### config.mk
export PLATFORM = sky130hd
export DESIGN_NAME = mux_sel_sequencer
export DESIGN_NICKNAME = d
export VERILOG_FILES = /design/src/rtl/mux_sel_sequencer.sv
export SDC_FILE = /design/constraint.sdc
export NUM_CORES = 1
export LEC_CHECK = 0
export ABC_AREA = 1
export ABC_CLOCK_PERIOD_IN_PS = 2100
export CAP_MARGIN = 25
export CORE_AREA = 3 3 40 42
export DETAILED_ROUTE_END_ITERATION = 7
export DIE_AREA = 0 0 43 45
export GPL_ROUTABILITY_DRIVEN = 1
export HOLD_SLACK_MARGIN = 0.12
export PLACE_DENSITY = 0.77
export SYNTH_ARGS = -nofsm -noshare
export SYNTH_HDL_FRONTEND = slang
export SYNTH_SLANG_ARGS = --single-unit
### constraint.sdc
create_clock -name CLK -period 2.1 [get_ports CLK]
set_input_delay 0.42 -clock CLK [delete_from_list [all_inputs] [get_ports CLK]]
set_output_delay 0.42 -clock CLK [all_outputs]
set_load 0.01 [all_outputs]
### src/rtl/mux_sel_sequencer.sv
// Select generator for the downstream 2:1 mux: toggles SEL on debounced button presses
// (manual mode) or every AUTO_PERIOD cycles (auto mode), with a freeze control.
module mux_sel_sequencer #(
    parameter int unsigned DEBOUNCE_CYCLES = 16,
    parameter int unsigned AUTO_PERIOD     = 8
) (
    input  logic CLK,
    input  logic RST_N,
    input  logic BTN,
    input  logic MODE,
    input  logic HOLD,
    output logic SEL,
    output logic SEL_CHG,
    output logic BTN_DB
);

    localparam int unsigned DbW  = $clog2(DEBOUNCE_CYCLES);
    localparam int unsigned PerW = $clog2(AUTO_PERIOD);
    localparam logic [DbW-1:0]  DbLast  = DbW'(DEBOUNCE_CYCLES - 1);
    localparam logic [PerW-1:0] PerLast = PerW'(AUTO_PERIOD - 1);

    typedef enum logic [0:0] {StManual, StAuto} state_e;

    state_e          state_q, state_d;
    logic            s1_q, s2_q;
    logic [DbW-1:0]  db_cnt_q, db_cnt_d;
    logic            btn_db_q, btn_db_d;
    logic            prev_q;
    logic [PerW-1:0] per_cnt_q, per_cnt_d;
    logic            sel_q, sel_d;
    logic            sel_chg_q, sel_chg_d;
    logic            press;

    always_ff @(posedge CLK or negedge RST_N) begin
        if (!RST_N) begin
            state_q <= StManual;
        end else begin
            state_q <= state_d;
        end
    end

    always_ff @(posedge CLK or negedge RST_N) begin
        if (!RST_N) begin
            s1_q      <= 1'b0;
            s2_q      <= 1'b0;
            db_cnt_q  <= '0;
            btn_db_q  <= 1'b0;
            prev_q    <= 1'b0;
            per_cnt_q <= '0;
            sel_q     <= 1'b0;
            sel_chg_q <= 1'b0;
        end else begin
            s1_q      <= BTN;
            s2_q      <= s1_q;
            db_cnt_q  <= db_cnt_d;
            btn_db_q  <= btn_db_d;
            prev_q    <= btn_db_q;
            per_cnt_q <= per_cnt_d;
            sel_q     <= sel_d;
            sel_chg_q <= sel_chg_d;
        end
    end

    // Debounce runs independently of MODE and HOLD.
    always_comb begin
        db_cnt_d = db_cnt_q;
        btn_db_d = btn_db_q;
        if (s2_q == btn_db_q) begin
            db_cnt_d = '0;
        end else if (db_cnt_q == DbLast) begin
            btn_db_d = s2_q;
            db_cnt_d = '0;
        end else begin
            db_cnt_d = db_cnt_q + 1'b1;
        end
    end

    assign press = btn_db_q & ~prev_q;

    // HOLD freezes the mode transition too, so the counter clear on AUTO entry is never lost.
    always_comb begin
        state_d = state_q;
        if (!HOLD) begin
            unique case (state_q)
                StManual: if (MODE)  state_d = StAuto;
                StAuto:   if (!MODE) state_d = StManual;
                default:  state_d = StManual;
            endcase
        end
    end

    always_comb begin
        sel_d     = sel_q;
        per_cnt_d = per_cnt_q;
        if (!HOLD) begin
            unique case (state_q)
                StManual: begin
                    if (press) sel_d = ~sel_q;
                    if (MODE)  per_cnt_d = '0;
                end
                StAuto: begin
                    if (per_cnt_q == PerLast) begin
                        sel_d     = ~sel_q;
                        per_cnt_d = '0;
                    end else begin
                        per_cnt_d = per_cnt_q + 1'b1;
                    end
                end
                default: ;
            endcase
        end
        sel_chg_d = sel_d ^ sel_q;
    end

    assign SEL     = sel_q;
    assign SEL_CHG = sel_chg_q;
    assign BTN_DB  = btn_db_q;

endmodule

==> results.py <==
metrics = {
    "sta": {
        "setup_slack_ns": 0.398,
        "max_freq_ghz": 0.588,
        "fin_crit_sh_pct": 81.0,
        "setup_viol": 0,
        "maxSlewViolCount": 0,
        "timing.setup.tns_ns": 0,
        "fin_crit_ns": 1.70,
        "whs_ns": 0.356,
        "tightest_slew_ns": 0.602,
        "rsz0062_at_grt": "no",
        "hold_viol": 0,
        "finClkSkew_ns": 0.00142,
        "relSlewSlack_pct": 59.7,
    },
    "place": {
        "routabilityCongestion": 0.745,
        "preCtsSetupSlack_ns": 0.694,
        "dp_hpwl_um": 705,
        "port_buffers": 7,
    },
    "cts": {
        "numCtsBuffers": 3,
        "clock_sinks": 14,
        "cts_max_level": 1,
        "clk_path_buf_depth": 2,
        "cts_setup_buffers": 0,
        "ctsHoldBuffers": 0,
        "tritoncts": "done",
        "clkTransAtPathRegs_ns": 0.08,
        "cts_resized": 0,
        "root_buffer": "clkbuf_4",
        "insertion_delay_ns": 0.27,
    },
    "setup_path": {
        "slowest_stage": "clkdlybuf4s50_1",
        "rrSetupSlack_ns": 0.89,
        "critical_path.cell_chain": "clkdlybuf4s50_1",
        "critPathTopFamily": "buffers and inverters",
        "start_kind": "flip-flop",
        "crit_path_max_fanout": 6,
        "cp.arrival_ns": 1.28,
        "worstSetupPathType": "reg -> out",
        "slowest_delay_ns": 0.57,
        "end_kind": "output port",
        "worstPathRequired_ns": 1.68,
        "crit_buf_inv": 1,
    },
    "grt": {
        "grt_pass1_wl_mm": 1.59,
        "grt_usage_pct": 11.9,
        "antenna_found_initial": 0,
        "grt_start_max_net_pins": 15,
        "globalRouteOverflowTotal": 0,
        "first_global_vias": 370,
    },
    "floorplanning": {
        "num_rows": 13,
        "chipWidth_um": 43,
        "start_util_pct": 45.6,
        "ios": 8,
        "dieArea_sq_mm": 0.00194,
        "core_sq_mm": 0.00128,
        "die_h_um": 45,
    },
    "synthesis": {
        "netlist_instances": 63,
        "syn_area_per_cell_sq_um": 9.29,
        "synth_top_area_share_pct": 59.8,
        "synth.area.top_cells": "dfrtp_1 60%, nand2_1 12%, ha_1 6.4%",
        "yosysTopAreaCell": "dfrtp_1",
        "netlist-cell-type-count": 13,
        "syn_area_sq_um": 586,
        "ys_warn_count": 0,
        "ys_seq_elements": 14,
        "syn-num-nets": 71,
        "seq_area_frac_synth_pct": 59.8,
    },
    "final_layout": {
        "n_antenna_cell": 0,
        "fillers": 112,
        "multi_input_area_sq_um": 201,
        "drive_above_1_share_pct": 4.11,
        "fin_util_pct": 54.2,
        "layout_commonest_cell": "nand2_1",
        "register_area_sq_um": 350,
        "syn2layout_area_growth_pct": 19.0,
        "fin_nets": 83,
        "final_cell_mix": "19 x nand2_1, 14 x dfrtp_1, 9 x inv_1",
    },
    "drt": {
        "ant_nets": 0,
        "wl_um": 925,
        "post-route-drc-count": 0,
        "vias_per_cell": 4.90,
        "first_pass_iters": 4,
        "wl_per_cell_um": 10.5,
        "vias": 431,
        "drtIter0Drc": 20,
    },
    "power": {
        "irDropWorstVdd_uv": 451,
        "leakagePower_nw": 0.371,
        "p_per_area_mw_per_mm2": 784,
    },
    "hold_path": {
        "hp-class": "reg -> reg",
    },
    "job": {
        "maxCapViolations": 0,
    },
    "outcome": {
        "status": "finished, final reports clean",
    },
}
sequential cells by signal, summed over array words and instances (netlist names):
name       flops
db_cnt_q       4
per_cnt_q      3
BTN_DB         1
SEL            1
SEL_CHG        1
prev_q         1
s1_q           1
s2_q           1
state_q        1
per-stage QoR:
step	instances	instance area (sq um)	total power, mW
finish	88	697	0.546
global route	88	697	0.587
CTS	88	697	0.555
detailed placement	85	674	0.407
global placement	85	674	0.404
floorplan	63	586	0.365
cells by family (layout without fill, tap and decap cells):
| family | count (synthesis) | count (layout) | synth area share (%) |
|---|---|---|---|
| buffers and inverters | 9 | 19 | 5.77 |
| AOI/OAI and AO/OA | 4 | 4 | 3.42 |
| and+or+nand+nor | 31 | 31 | 21.6 |
| adders and majority gates | 3 | 3 | 6.41 |
| DFF | 14 | 14 | 59.8 |
| xor gates and xnor gates | 2 | 2 | 2.99 |
layer usage:
layer | global-route usage [%] | share of wire (%) | routed length [um]
met3 | 2.79 | 6.4 | 59
met4 | 10.8 | 1.3 | 12
met5 | 0 | 0 | 0
met2 | 17.4 | 48 | 446
met1 | 14.7 | 44 | 406
synth_stat cells:
master	instances
xor2_1	1
xnor2_1	1
o21ai_1	1
nor3_1	1
nor2_1	5
dfrtp_1	14
a21oi_1	1
nand4_1	1
nand2_1	19
inv_1	9
o21ai_0	2
nand3_1	5
ha_1	3
final timing paths:
path / startpoint / cells after the start / end
worst max register to register: per_cnt_q[0] / 7 / SEL
worst min-delay path: s1_q / 0 / s2_q
worst min register to register: s1_q / 0 / s2_q
max in group asynchronous: RST_N / 1 / per_cnt_q[0]
worst max-delay path: BTN_DB / 1 / BTN_DB
min in group asynchronous: RST_N / 1 / prev_q
cell type report:
class	instances	area share [%]
multi-input combinational	40	28.9
inverter	9	4.85
timing repair buffer	7	10.1
sequential	14	50.3
clock buffer	3	3.23
tap	15	2.69
report_power, final:
group          internal (mW)  leakage [nW]  switching (mW)
Sequential             0.297         0.182          0.0217
Clock                 0.0664        0.0138          0.0798
Combinational         0.0415         0.175          0.0395
Note: power is estimated with default switching activity, not from simulation.
==> patch, RTL diff (same flow settings) <==
Change the parameter `AUTO_PERIOD` from 8 to 16.
--- a/src/rtl/mux_sel_sequencer.sv
+++ b/src/rtl/mux_sel_sequencer.sv
@@ -2,7 +2,7 @@
 // (manual mode) or every AUTO_PERIOD cycles (auto mode), with a freeze control.
 module mux_sel_sequencer #(
     parameter int unsigned DEBOUNCE_CYCLES = 16,
-    parameter int unsigned AUTO_PERIOD     = 8
+    parameter int unsigned AUTO_PERIOD     = 16
 ) (
     input  logic CLK,
     input  logic RST_N,
Function: changed (Yosys sat finds a counterexample within 10 cycles, from zero or initial values and one cycle with RST_N low).
==> patch against the unedited design <==
- total power rose by 14%
- sequential cell count rose by 1
- global-route usage rose by 1.2 points
- combinational power rose by 47%
- design area rose by 8.4%
- worst setup slack got worse by 0.0036 ns
- final cell count rose by 9.1%
- synthesized area rose by 9.4%
- wire length rose by 10%
- synthesized cell count rose by 11%
- count of clock-buffer cells in the layout rose by 1
==> patch: results (changes against the unedited design) <==
- Peak supply drop: 403 µV (-11%)
- Proportion of layout cells with a drive suffix above 1: 8.64% (+4.5 points)
- LEAKAGE: 0.379 nW (+2.2%)
- Distinct cells, synth: 15 (+2)
- CTS H-Tree Depth: 1 (unchanged)
- Worst-case clock buffer depth: 2 (unchanged)
- Total CTS buffers: 3 (unchanged)
- Worst path slowest cell: clkdlybuf4s50_1
- Antenna violations before repair: 0 (unchanged)
- Synth Flop Type: dfrtp_1
- Overall global routing resource usage: 13.1% (+1.2 points)
- Detailed Routing Iterations Pass 1: 4 (unchanged)
- First-pass GRT wire length: 1830 µm (+15%)
- Max Fanout on Critical Path: 5 (-1)
- Hold Crit Class: flop to flop
- Skew final: 0.00716 ns (+0.00574 ns)
- Vias in the first global route: 462 (+25%)
- Status: finished, final reports clean
- Post-detail-place hpwl: 775 µm (+9.9%)
- Vias: 467 (+8.4%)
- Clk root buf: clkbuf_4
- Global placement routability congestion: 0.774 (+3.9%)
- Syn. warnings: 0 (unchanged)
- Mapped Nets: 77 (+8.5%)
- Wire length per cell: 10.6 µm (+1.2%)
- Crit path max-delay family: buffers and inverters
- Top cells by area, synth: dfrtp_1 (59%), nand2_1 (11%), inv_1 (5.9%)
- Slew @ Worst Pin: 0.647 ns (+0.0451 ns)
- Synth cell count leaders: nand2_1 (18), dfrtp_1 (15), inv_1 (10)
- Reg clk slew, reported paths: ~0.09 ns
- # nets final: 89 (+7.2%)
- # fillers: 122 (+8.9%)
- Worst EP arrival: 1.29 ns
- Largest net degree at the start of global routing: 16 (+1)
- Cells on worst reg2reg path: 7 (unchanged)
- Post-synth ARST share: 100% (unchanged)
- Top Registers: db_cnt_q (4), per_cnt_q (4)
- Sequential area share after synthesis: 58.6% (-1.2 points)
- Place WS: 0.592 ns (-0.103 ns)
- Worst-Skew Late Latency: 0.28 ns
- DR iter-0 viols: 3 (-85%)
## patch: cell families (layout without fill, tap and decap cells)
| logic type | Yosys count | count (layout) | synth area share, % |
|---|---|---|---|
| buffers and inverters | 10 | 21 | 5.86 |
| XOR/XNOR | 2 | 2 | 2.73 |
| adder cells (fa/ha/maj) | 2 | 2 | 3.91 |
| AO/OA/AOI/OAI | 5 | 5 | 4.69 |
| AND/OR/NAND/NOR | 36 | 36 | 24.2 |
| flip-flops | 15 | 15 | 58.6 |
## patch: path summary, 6_finish.rpt
path,start,endpoint,slack [ns]
worst max register to register,per_cnt_q[0],SEL,0.97
worst min-delay path,s1_q,s2_q,0.36
max in group asynchronous,RST_N,s2_q,1.15
worst max-delay path,BTN_DB,BTN_DB,0.39
min in group asynchronous,RST_N,per_cnt_q[2],0.53
worst min register to register,s1_q,s2_q,0.36
## patch: metal layers
| metal | wire length, µm | share of wire [%] | global-route usage (%) |
|---|---|---|---|
| met5 | 0 | 0 | 0 |
| met1 | 467 | 46 | 15.2 |
| met2 | 479 | 47 | 21.3 |
| met3 | 51 | 5.0 | 3.59 |
| met4 | 23 | 2.3 | 9.04 |
## patch: metrics by stage
step	cells	area, µm²
final	96	756
after global routing	96	756
after floorplan	70	641
after global placement	92	729
after detailed placement	92	729
after CTS	96	756
## patch: layout make-up
class                   count  area, µm²  share of cell area (%)
flip-flops and latches     15        375                    49.7
multi-input cells          45        228                    30.1
repair buffers              7       70.1                    9.27
inverters                  10       37.5                    4.97
clock buffers               4       26.3                    3.48
well taps                  15       18.8                    2.48
## patch: power breakdown
| part | internal [mW] | switching, mW | total, mW |
|---|---|---|---|
| clock network | 0.0737 | 0.0863 | 0.160 |
| registers | 0.324 | 0.0221 | 0.347 |
| logic | 0.0562 | 0.0625 | 0.119 |
| total | 0.454 | 0.171 | 0.625 |
